**src/rtl/wptr_full_ctrl.sv**
```systemverilog
// Write-domain side of an async FIFO: binary/Gray write pointer, synchronised
// read pointer, and registered full, almost-full, fill-level and overflow flags.
module wptr_full_ctrl #(
  parameter int data_width = 8,
  parameter int add_width  = 4,
  parameter int af_level   = 12
) (
  input  logic                 wclk,
  input  logic                 wrst_n,
  input  logic                 w_inc,
  input  logic                 ovf_clr,
  input  logic [add_width:0]   r_ptr,
  output logic                 w_full,
  output logic                 w_almost_full,
  output logic                 w_overflow,
  output logic [add_width-1:0] w_add,
  output logic [add_width:0]   w_ptr,
  output logic [add_width:0]   w_level
);

  localparam logic [add_width:0] af_thresh = (add_width+1)'(af_level);

  logic [add_width:0] wq1_rptr, wq2_rptr;
  logic [add_width:0] wbin, wbinnext, wgraynext;
  logic [add_width:0] rbin_s, level_next;
  logic               w_accept, full_next;

  assign w_accept  = w_inc & ~w_full;
  assign wbinnext  = wbin + {{add_width{1'b0}}, w_accept};
  assign wgraynext = (wbinnext >> 1) ^ wbinnext;
  assign w_add     = wbin[add_width-1:0];

  // Gray-to-binary of the synchronised read pointer, MSB downwards.
  always_comb begin
    rbin_s = '0;
    rbin_s[add_width] = wq2_rptr[add_width];
    for (int i = add_width - 1; i >= 0; i--)
      rbin_s[i] = rbin_s[i+1] ^ wq2_rptr[i];
  end

  assign level_next = wbinnext - rbin_s;
  // Full when the pointers differ only in the wrap bit (top two Gray bits inverted).
  assign full_next  = (wgraynext == {~wq2_rptr[add_width:add_width-1],
                                     wq2_rptr[add_width-2:0]});

  always_ff @(posedge wclk) begin
    if (!wrst_n) begin
      wq1_rptr      <= '0;
      wq2_rptr      <= '0;
      wbin          <= '0;
      w_ptr         <= '0;
      w_level       <= '0;
      w_full        <= 1'b0;
      w_almost_full <= 1'b0;
      w_overflow    <= 1'b0;
    end else begin
      wq1_rptr      <= r_ptr;
      wq2_rptr      <= wq1_rptr;
      wbin          <= wbinnext;
      w_ptr         <= wgraynext;
      w_level       <= level_next;
      w_full        <= full_next;
      w_almost_full <= (level_next >= af_thresh);
      if (w_inc && w_full)
        w_overflow <= 1'b1;
      else if (ovf_clr)
        w_overflow <= 1'b0;
    end
  end

endmodule

```
**config.mk**
```make
export PLATFORM = sky130hd
export DESIGN_NAME = wptr_full_ctrl
export DESIGN_NICKNAME = d
export VERILOG_FILES = /design/src/rtl/wptr_full_ctrl.sv
export SDC_FILE = /design/constraint.sdc
export NUM_CORES = 1
export LEC_CHECK = 0
export ABC_AREA = 1
export CORE_ASPECT_RATIO = 1.75
export CORE_MARGIN = 2
export CORE_UTILIZATION = 53
export DETAILED_ROUTE_END_ITERATION = 10
export PLACE_DENSITY = 0.83
export SYNTH_ARGS = -nofsm -noshare
export SYNTH_HDL_FRONTEND = slang
export SYNTH_SLANG_ARGS = --single-unit
```
**constraint.sdc**
```tcl
create_clock -name wclk -period 7.2 [get_ports wclk]
set_input_delay 2.16 -clock wclk [delete_from_list [all_inputs] [get_ports wclk]]
set_output_delay 2.16 -clock wclk [all_outputs]
set_load 0.05 [all_outputs]
```
Word-level counts from Yosys, hierarchy flattened:

Index checks and enable logic that the tools add are counted.

* register bits after elaboration: 28
* input port bits: 9
* output and inout port bits: 17
* logic and storage cells: 24

* $add $sub $neg: 2
* order comparisons: 1
* equal/unequal tests: 1
* multiplexer cells: 2
* bitwise gates (word level): 8
* reduce and logical (&&, ||, !) cells: 2

Operator list (number)
* adder 5 x 1 -> 5 bit: 1
* == test 5 bit: 1
* >= comparator 5 x 4 -> 1 bit, second input constant: 1
* subtractor 5 bit: 1
* bitwise XOR 4 x 5 -> 5 bit: 1
* bitwise XOR 1 bit: 4
* 2-to-1 mux 1 bit: 2
* NOT 2 bit: 1
* nonzero test 2 bit: 1
* AND 1 bit: 1
* logical AND 1 bit: 1
* NOT 1 bit: 1

Depth between registers and ports, before layout:

* depth after elaboration: 6
* depth in mapped cells: 19
* mapped depth without buffers: 19

Least setup slack after synthesis:

No wires, ideal clock.

* path type: input to register
* start: input port w_inc
* end: register w_almost_full
* library setup time: 0.113 ns
* arrival time: 3.834 ns
* data required time: 7.087 ns
* setup slack: 3.253 ns
* stages on the path: 14
* buffers on the path: 0
* cells stage by stage: inv_1 nor2_1 ha_1 ha_1 inv_1 nand2_2 nand2_2 inv_1 ha_1 a21oi_1 o21ai_0 xnor2_1 nand2b_1 nand2_1

* cells in the longest elaborated chain, start to end: 4

RTL lines
* from (decl): RTL line 10 `input logic w_inc,`
* AND 1 bit: RTL line 28 `assign w_accept = w_inc & ~w_full;`
* adder 5 x 1 -> 5 bit: RTL line 29 `assign wbinnext = wbin + {{add_width{1'b0}}, w_accept};`
* net wbinnext[2]: RTL line 24 `logic [add_width:0] wbin, wbinnext, wgraynext;`
* subtractor 5 bit: RTL line 41 `assign level_next = wbinnext - rbin_s;`
* >= comparator 5 x 4 -> 1 bit: RTL line 63 `w_almost_full <= (level_next >= af_thresh);`
* to (signal assigned): RTL line 63
* to (decl): RTL line 14 `output logic w_almost_full,`

The timed path passes the listed nets, and every way through them passes these cells.
A chain may end at the register's enable or synchronous reset.

Worst setup path after layout:

Ends and elaborated chain as after synthesis.

==> flow_summary.yaml <==
outcome:
  status: "finished clean"
clock_tree:
  path_clk_slew_ns: 0.09
  cts_buffer_depth: 2
  cts_sinks: 27
  cts_buffers: 3
  hold_buffers: 0
  tritoncts: "built"
  cts_resized: 0
  clock_latency_ns: 0.27
  cts-root-buf: "clkbuf_8"
  cts_setup_buffers: 0
  htreeDepth: 1
synth:
  ys_seq_area_frac: 0.443
  ys_ff_latch: 27
  syn_avg_cell_area_sq_um: 7.23
  synth_area_sq_um: 1220
  synthCells: 169
  synth_cell_types: 20
  yosys_warnings: 0
  syn_nets: 185
final_layout:
  drive_gt1_frac: 0.0513
  layout_common_cells: "nand2_1 (51), inv_1 (32), dfxtp_1 (27)"
  instances_no_fill: 220
  mostFrequentLayoutCell: "nand2_1"
  area_delta_synth_final_pct: 25.2
  final_net_count: 212
  final_cell_area_sq_um: 1530
  antenna_cells: 0
die:
  start_util: 0.544
  rows: 23
  io_pins: 26
  core_area_sq_um: 2240
  die_w_microns: 40.3
  die-area_sq_um: 2720
  die_y_microns: 67.5
timing:
  fin_setup_tns_ns: 0
  worstMarginPinSlew_ns: 0.551
  finalHoldViolations: 0
  fmax_mhz: 230
  grt_setup_unrepaired: "false"
  period_share: 0.603
  relSlewSlack: 0.632
  fin_skew_ns: 0.00626
  setup_violations: 0
  finalCriticalPeriod_ns: 4.34
  finalMaxSlewViolations: 0
routing:
  vias_per_cell: 4.92
  drc: 0
  wirelength_microns: 2440
  num_vias: 1083
  firstDrtPassIters: 4
  postRouteAntennaNets: 0
  drtIter0Drc: 33
  wl_per_cell_microns: 11.1
worst_setup_path:
  path_delay_family: "adder cells"
  crit_required_ns: 7.38
  path_buf_inv: 3
  end_kind: "flop"
  critPathMaxStageDelay_ns: 0.48
  cpMostUsedCell: "ha_1"
  arrival_ns: 4.52
  path_cells: "clkdlybuf4s50_1, inv_1, nor2_1, ha_1, ha_1, nand2_1, nand2_2, inv_1, ha_1, a21oi_1, o21ai_0, xnor2_1, nand2b_1, nand2_1"
  r2r_start: "wq2_rptr[4]"
  critPathLaunchType: "input pin"
  crit_type: "input pin to flop"
  cp_slowest_cell: "clkdlybuf4s50_1"
  cp_max_fo: 5
  startpoint: "w_inc"
power_and_ir_drop:
  pwr-share-seq: 0.468
  peakVddDrop_v: 0.000137
  swShare: 0.332
  clockPowerShare: 0.240
  p_sw_w: 0.000118
  comb_power_share: 0.292
  internal_power_w: 0.000237
  powerDensity_nw_per_um2: 232
  p_leak_nw: 0.793
worst_hold_path:
  hold_path.class: "flop to flop"
  worstHoldStart: "wq1_rptr[2]"
place:
  globalplace.congestion: 0.904
  dpl-instance-area_sq_um: 1480
  dp_hpwl_microns: 1920
  port_buffers: 25
  placedCellCount: 216
grt:
  top_usage_layer: "met2"
  grt_util_all_layers: 0.215
  overflow: 0
  grt_pass1_vias: 1021
  grt_max_degree: 18
  grt_pass1_wl_microns: 3990
  met1_usage: 0.195
  met2_usage: 0.403
  grt_antenna_before_repair: 0
  met3_usage: 0.0263
flow_run:
  max_cap_violations: 0
-- worst reg2reg max path, delay by kind of cell, from the launching register on --
| family | cells | cell delay [ns] |
|---|---|---|
| xor+xnor | 1 | 0.15 |
| buf+inv | 4 | 0.29 |
| compound gates | 1 | 0.07 |
| simple gates | 10 | 0.83 |
| fa+ha+maj | 2 | 0.61 |
| flops | 1 | 0.38 |
-- state kept, by name, summed over array words and instances, names as in the netlist --
register,cells
w_almost_full,1
wbin,4
w_level,5
w_full,1
wq1_rptr,5
wq2_rptr,5
w_ptr,5
w_overflow,1
-- power groups by stage --
| stage | registers, W | clock network (W) | logic [W] |
|---|---|---|---|
| 3_5_place_dp | 0.000170 | 0 | 0.000104 |
| 4_1_cts | 0.000166 | 0.0000875 | 0.000105 |
| 5_1_grt | 0.000167 | 0.0000943 | 0.000114 |
| 6_report | 0.000166 | 0.0000851 | 0.000104 |
| 3_3_place_gp | 0.000169 | 0 | 0.000101 |
| 2_1_floorplan | 0.000203 | 0 | 0.0000379 |
-- Yosys cell counts --
cell type | count | area share
nand2_1 | 51 | 0.16
fa_1 | 1 | 0.016
nand3_2 | 1 | 0.0082
buf_2 | 1 | 0.0041
inv_1 | 32 | 0.098
a21oi_1 | 6 | 0.025
nor2_1 | 13 | 0.040
clkinv_1 | 1 | 0.0031
xor2_1 | 1 | 0.0072
nand2_2 | 5 | 0.026
dfxtp_1 | 27 | 0.44
o21ai_0 | 1 | 0.0041
and3_1 | 1 | 0.0051
clkbuf_1 | 1 | 0.0031
ha_1 | 6 | 0.061
nand3_1 | 14 | 0.057
xnor2_1 | 1 | 0.0072
buf_6 | 1 | 0.0092
nand2b_1 | 1 | 0.0051
nand4_1 | 4 | 0.020
-- final cells by class --
class / count / area, sq um
Multi-Input combinational cell: 106 / 537
Inverter: 33 / 124
Sequential cell: 27 / 541
Timing Repair Buffer: 25 / 250
Clock buffer: 3 / 41.3
Clock inverter: 1 / 5.00
Fill cell: 205 / 716
Tap cell: 25 / 31.3
-- cells by family after synthesis --
| kind of cell | after synthesis | share of synthesized area |
|---|---|---|
| flip-flops | 27 | 0.443 |
| AND/OR/NAND/NOR | 90 | 0.319 |
| adder cells (fa/ha/maj) | 7 | 0.0779 |
| buffers and inverters | 36 | 0.118 |
| XOR/XNOR | 2 | 0.0143 |
| AO/OA/AOI/OAI | 7 | 0.0287 |
-- stage by stage --
step | hold WS, ns | power, W | util | setup WS (ns)
3_5_place_dp | 0.410 | 0.000273 | 0.661 | 2.53
5_1_grt | 0.448 | 0.000375 | 0.681 | 2.57
6_report | 0.426 | 0.000355 | 0.681 | 2.86
3_3_place_gp | 0.393 | 0.000271 | 0.661 | 2.65
4_1_cts | 0.433 | 0.000358 | 0.681 | 2.83
2_1_floorplan | 0.390 | 0.000241 | - | 3.25
-- layer usage --
metal,vias up,part of all wire
li1,563,-
met1,488,0.36
met2,23,0.58
met3,9,0.025
met4,0,0.033
met5,-,0
-- worst paths after layout --
path,cells past startpoint,slack [ns],end
worst max register to register,18,4.79,w_almost_full
worst min-delay path,2,0.43,wq2_rptr[2]
worst max-delay path,14,2.86,w_almost_full
worst min register to register,2,0.43,wq2_rptr[2]
Note: power is estimated with default switching activity, not from simulation.
